`src/rtl/latch_bank_wr_ctrl.sv`:
```
// Write sequencer for a transparent-high latch register file: SETUP -> OPEN (GATE_CYC) -> CLOSE.
// Optional sticky out-of-range address flag is built when LBWC_ADDR_CHECK_EN is defined.
module latch_bank_wr_ctrl #(
  parameter int DW       = 8,
  parameter int DEPTH    = 8,
  parameter int AW       = 3,
  parameter int GATE_CYC = 1
) (
  input  logic             CK,
  input  logic             RN,
  input  logic             wr_valid,
  output logic             wr_ready,
  input  logic [AW-1:0]    wr_addr,
  input  logic [DW-1:0]    wr_data,
  input  logic             err_clr,
  output logic [DW-1:0]    lat_d,
  output logic [DEPTH-1:0] lat_g,
  output logic             busy,
  output logic             err
);

  localparam int CW = (GATE_CYC > 1) ? $clog2(GATE_CYC) : 1;
  localparam logic [AW:0] DEPTH_W = (AW+1)'(DEPTH);

  typedef enum logic [1:0] {
    S_IDLE  = 2'd0,
    S_SETUP = 2'd1,
    S_OPEN  = 2'd2,
    S_CLOSE = 2'd3
  } state_t;

  state_t           r_state;
  logic             r_ready;
  logic             r_busy;
  logic [DW-1:0]    r_d;
  logic [DEPTH-1:0] r_g;
  logic [CW-1:0]    r_cnt;
  logic [AW-1:0]    r_addr;
  logic             r_err;

  logic             w_accept;
  logic             w_addr_ok;
  logic             w_in_addr_ok;
  logic [DEPTH-1:0] w_dec;

  assign w_accept     = wr_valid && r_ready;
  assign w_addr_ok    = {1'b0, r_addr} < DEPTH_W;
  assign w_in_addr_ok = {1'b0, wr_addr} < DEPTH_W;
  assign w_dec        = w_addr_ok ? (DEPTH'(1) << r_addr) : '0;

  // Gate is only ever loaded from the registered decode, so it cannot glitch.
  always_ff @(posedge CK or negedge RN) begin
    if (!RN) begin
      r_state <= S_IDLE;
      r_ready <= 1'b0;
      r_busy  <= 1'b0;
      r_d     <= '0;
      r_g     <= '0;
      r_cnt   <= '0;
      r_addr  <= '0;
    end else begin
      case (r_state)
        S_IDLE: begin
          if (w_accept) begin
            r_state <= S_SETUP;
            r_ready <= 1'b0;
            r_busy  <= 1'b1;
            r_d     <= wr_data;
            r_addr  <= wr_addr;
          end else begin
            r_ready <= 1'b1;
          end
        end
        S_SETUP: begin
          r_state <= S_OPEN;
          r_g     <= w_dec;
          r_cnt   <= CW'(GATE_CYC - 1);
        end
        S_OPEN: begin
          if (r_cnt == '0) begin
            r_state <= S_CLOSE;
            r_g     <= '0;
          end else begin
            r_cnt <= r_cnt - 1'b1;
          end
        end
        S_CLOSE: begin
          r_state <= S_IDLE;
          r_busy  <= 1'b0;
          r_ready <= 1'b1;
        end
        default: begin
          r_state <= S_IDLE;
          r_g     <= '0;
        end
      endcase
    end
  end

`ifdef LBWC_ADDR_CHECK_EN
  // A new violation on the same edge as a clear keeps the flag set.
  always_ff @(posedge CK or negedge RN) begin
    if (!RN) begin
      r_err <= 1'b0;
    end else if (w_accept && !w_in_addr_ok) begin
      r_err <= 1'b1;
    end else if (err_clr) begin
      r_err <= 1'b0;
    end
  end
`else
  logic w_unused;
  assign w_unused = err_clr ^ w_in_addr_ok;
  assign r_err    = 1'b0;
`endif

  assign wr_ready = r_ready;
  assign busy     = r_busy;
  assign lat_d    = r_d;
  assign lat_g    = r_g;
  assign err      = r_err;

endmodule

```
`config.mk`:
```
export PLATFORM = sky130hd
export DESIGN_NAME = latch_bank_wr_ctrl
export DESIGN_NICKNAME = d
export VERILOG_FILES = /design/src/rtl/latch_bank_wr_ctrl.sv
export SDC_FILE = /design/constraint.sdc
export NUM_CORES = 1
export LEC_CHECK = 0
export ABC_CLOCK_PERIOD_IN_PS = 3900
export BUFFER_PORTS_ARGS = -buffer_cell sky130_fd_sc_hd__buf_2
export CORE_UTILIZATION = 52
export DETAILED_ROUTE_END_ITERATION = 16
export GPL_TIMING_DRIVEN = 0
export HOLD_SLACK_MARGIN = 0.15
export PLACE_DENSITY = 0.81
export SYNTH_ARGS = -nofsm -noshare
export SYNTH_HDL_FRONTEND = slang
export SYNTH_SLANG_ARGS = --single-unit
```
`constraint.sdc`:
```
create_clock -name CK -period 3.9 [get_ports CK]
set_clock_uncertainty 0.05 [all_clocks]
set_input_delay 0.78 -clock CK [delete_from_list [all_inputs] [get_ports CK]]
set_output_delay 0.78 -clock CK [all_outputs]
set_load 0.02 [all_outputs]
```
### Word-level counts from Yosys, hierarchy flattened

Index checks and enable logic that the tools add are counted.

* add/subtract/negate cells: 1
* equality and inequality tests: 5
* shift-type cells: 1
* mux-type cells: 11
* reduce and logical (&&, ||, !) cells: 8

Operator list (number)
* case mux 8 bit (2 select lines): 1
* two-way mux 8 bit: 1
* case mux 2 bit (4 select lines): 1
* AND reduction 2 bit: 4
* left shift 1 x 3 -> 8 bit, first input constant: 1
* case mux 1 bit (2 select lines): 3
* == test 2 bit, second input constant: 2
* two-way mux 2 bit: 2
* != test 2 bit, second input constant: 2
* nonzero test 2 bit: 2
* two-way mux 1 bit: 3
* == test 2 x 1 -> 1 bit, second input constant: 1
* logical NOT 2 bit: 1
* logical AND 1 bit: 1
* subtractor 1 bit, second input constant: 1

* register bits after elaboration: 24
* bits of input ports: 15
* output and inout port bits: 19
* logic and storage cells: 33

### Logic depth before layout (Yosys ltp)

* word-level depth: 3
* gate-level depth with buffers: 5
* mapped depth without buffers: 5

### Worst setup path after synthesis

Ideal clock, no wire load.

* path kind: input port to flip-flop
* start: input port wr_valid
* end: register r_d[0] (netlist: lat_d[0])
* setup time: 0.125 ns
* arrival: 1.310 ns
* required time: 3.725 ns
* setup slack: 2.415 ns
* cell stages on the path: 3
* path through: nand3_2 -> buf_6 -> mux2_4

* word-level cells in the longest chain between the ends: 2

RTL lines
* start: declaration: line 11 `input logic wr_valid,`
* logical AND 1 bit: line 46 `assign w_accept = wr_valid && r_ready;`
* AND reduction 2 bit (no source line)
* end signal: assignment: line 68 `r_d <= wr_data;`
* end: declaration: line 35 `logic [DW-1:0] r_d;`

Every way passes these cells.
A chain may end at the register's enable or synchronous reset.

### Worst setup path after layout

* start: register r_ready (netlist: wr_ready)
* end: output port wr_ready

RTL lines
* start: declaration: line 33 `logic r_ready;`
* start signal: assignment: line 55 `r_ready <= 1'b0;`
* start signal: assignment: line 66 `r_ready <= 1'b0;`
* start signal: assignment: line 71 `r_ready <= 1'b1;`
* end: declaration: line 12 `output logic wr_ready,`

No word-level cell between the ends.

==> summary.txt <==
Worst setup path
  – Worst Reg-to-Reg Cells: 4
  – R2R Setup Slk: 2.35 ns
  – Crit path capture type: output port
  – Setup CP Type: register to output port
  – Worst Path Buf+Inv: 1
  – RR Endpoint: r_state[1]$_DFFE_PN0P_
  – CP delay by family, top: flip-flops
  – Largest fanout on the critical path: 5
  – Slowest-stage cell, CP: dfrtp_1
  – CP startpoint kind: register
  – CP Cell Sequence: buf_2
  – Crit-path max cell delay: 0.46 ns
  – CP required: 3.07 ns
  – Crit path arrival time: 0.97 ns
  – Worst R2R Start: r_state[0]$_DFFE_PN0P_

Floorplan
  – Starting Density: 58.01%
  – Die area: 2215 sq um
  – Core area: 1821 sq um
  – Row Count: 15
  – Die H: 47.07 microns
  – DIE WIDTH: 47.07 microns
  – Io pins: 34

Global route
  – Initial antenna violation count: 0
  – Vias in the first global route: 691
  – First-pass GRT wire length: 3.118 mm
  – Largest net degree at the start of global routing: 24
  – Total track usage: 21.43%
  – Overflow after GRT: 0

Power
  – Internal: 627.5 uW
  – Combinational fraction of design power: 51.1%
  – Sequential Power Share: 39.0%
  – Power, Total: 1066 uW
  – Static Leak: 0.0006650 uW
  – Maximum vdd drop: 0.5278 mV
  – Switching share of total power: 41.12%
  – Pwr Density: 840.1 nW/um^2
  – Clock power share: 9.9%
  – Net Sw Power: 438.3 uW

Drt
  – Initial detailed-routing violation count: 11
  – Final WL: 1.886 mm
  – Drt pass-1 iters: 5
  – Vias: 716
  – Post-route ant nets: 0
  – DRC errors left: 0
  – Wire per inst: 13.19 microns
  – Vias per cell: 5.007

Clocking
  – Htree depth: 1
  – Post_cts resized: 0
  – Root Buffer: clkbuf_4
  – Clk pin slew, worst setup/hold paths: 0.12 ns
  – Post-CTS Setup Bufs: 0
  – CTS tree: yes
  – Worst-Skew Late Latency: 0.30 ns
  – CTS sink cnt: 23
  – CTS Buf Count: 3
  – Clock buffer depth: 2
  – Post-CTS Hold Fix Bufs: 0

Placement
  – DPL Wire Length: 1.419 mm
  – Placer congestion estimate: 0.7575
  – Dpl ws: 2.219 ns
  – Area of placed instances: 1242 sq um
  – Port buffer count: 31

Cells and area
  – Final Instance Area: 1269 sq um
  – Layout cell share with drive strength beyond 1: 44.92%
  – Syn-to-layout area delta: 20.14%
  – N_diodes: 0
  – Layout Nets: 139

Yosys
  – Register area share after synthesis: 54.50%
  – Mapped cell area: 1056 sq um
  – Synth Area per Inst: 12.72 sq um
  – Gate count after technology mapping: 83
  – Synth warn: 0
  – Synth Net Count: 103
  – Synth cell types: 24
  – Yosys reg bits: 23

Run status
  – Status: complete, no violations

Worst hold path
  – HP Class: primary input to async pin

STA
  – Fin crit share: 46.08%
  – F_max: 0.5564 GHz
  – Setup violations, final: 0
  – Final Hold Slack: 0.3663 ns
  – Final WS setup: 2.103 ns
  – Fin. max-slew vios: 0
  – Endpoints failing hold: 0
  – Setup_tns: 0 ns
  – RSZ-0062 raised after global routing: no
  – Minimum clock period: 1.797 ns

Run
  – Max Cap Viol: 0
==> cells in the final DEF, fill, tap and decap left out, types with 2 or more instances in the layout <==
| cell type | netlist | final |
|---|---|---|
| buf_2 | 1 | 32 |
| dfrtp_1 | 23 | 23 |
| mux2_4 | 10 | 10 |
| inv_1 | 9 | 9 |
| o21ai_0 | 8 | 8 |
| ha_1 | 5 | 5 |
| nand3_1 | 4 | 4 |
| mux2_2 | 3 | 3 |
| nor2_1 | 3 | 3 |
| clkbuf_4 | 0 | 3 |
| clkbuf_1 | 1 | 2 |
| nor2b_1 | 2 | 2 |
| nand4_1 | 2 | 2 |
==> sequential cells by signal, indices dropped and copies added, names as in the netlist <==
register	count
busy	1
lat_d	8
lat_g	8
r_addr	3
r_state	2
wr_ready	1
==> per-stage QoR <==
| step | util (%) | instances |
|---|---|---|
| 2_1_floorplan | - | 83 |
| 3_3_place_gp | 68.25 | 139 |
| 3_5_place_dp | 68.25 | 139 |
| 4_1_cts | 69.69 | 143 |
| 5_1_grt | 69.69 | 143 |
| 6_report | 69.69 | 143 |
==> kinds of logic after synthesis <==
logic type	share of synthesized area (%)
AOI/OAI and AO/OA	6.635
adders and majority gates	5.924
buffers and inverters	5.805
DFF	54.50
muxes	17.42
other	0.3551
and+or+nand+nor	9.360
==> power groups by stage <==
stage	Combinational, uW	Sequential [uW]	Clock (uW)
2_1_floorplan	316	494	0
3_3_place_gp	525	409	0
3_5_place_dp	550	419	0
4_1_cts	549	416	110
5_1_grt	603	430	117
6_report	545	415	106
==> worst max path at each step <==
stage	endpoint	cells after the start	slack (ns)	start
after floorplan	lat_d[0]$_DFFE_PN0P_	3	2.41	wr_valid
after global placement	r_state[1]$_DFFE_PN0P_	3	2.24	wr_valid
after detailed placement	lat_d[3]$_DFFE_PN0P_	4	2.22	wr_valid
after CTS	wr_ready	1	2.09	wr_ready$_DFFE_PN0P_
after global routing	wr_ready	1	2.05	wr_ready$_DFFE_PN0P_
final	wr_ready	1	2.10	wr_ready$_DFFE_PN0P_
==> cell type report <==
type / count / area [sq um]
tap: 25 / 31.28
multi-input combinational: 47 / 419.2
inverter: 9 / 33.78
buffer: 4 / 27.53
timing repair buffer: 31 / 155.1
sequential: 23 / 575.6
clock buffer: 4 / 26.28
fill: 155 / 551.8
==> per-layer routing <==
metal  track usage, %  vias to the layer above  share of wire [%]
li1                 -                      351                  -
met1            27.09                      332                 43
met2            34.17                       29                 50
met3            3.462                        4                4.0
met4            13.71                        0                2.8
met5                0                        -                  0
==> synth_stat cells, drive strengths merged <==
| master | instances | area (sq um) |
|---|---|---|
| nor2 | 3 | 11.26 |
| nand3 | 5 | 30.03 |
| a21boi | 1 | 11.26 |
| o31ai | 1 | 7.510 |
| nor2b | 2 | 12.51 |
| dfrtp | 23 | 575.6 |
| buf | 3 | 23.77 |
| nand4b | 1 | 8.760 |
| nor4bb | 1 | 10.01 |
| o21ai | 8 | 40.04 |
| nand4 | 2 | 12.51 |
| mux2 | 13 | 183.9 |
| nor3 | 1 | 5.000 |
| clkbuf | 1 | 3.750 |
| conb | 1 | 3.750 |
| a21oi | 1 | 5.000 |
| and2b | 1 | 8.760 |
| a31oi | 1 | 6.260 |
| ha | 5 | 62.56 |
| inv | 9 | 33.78 |
Power figures use the tool's default switching activity.
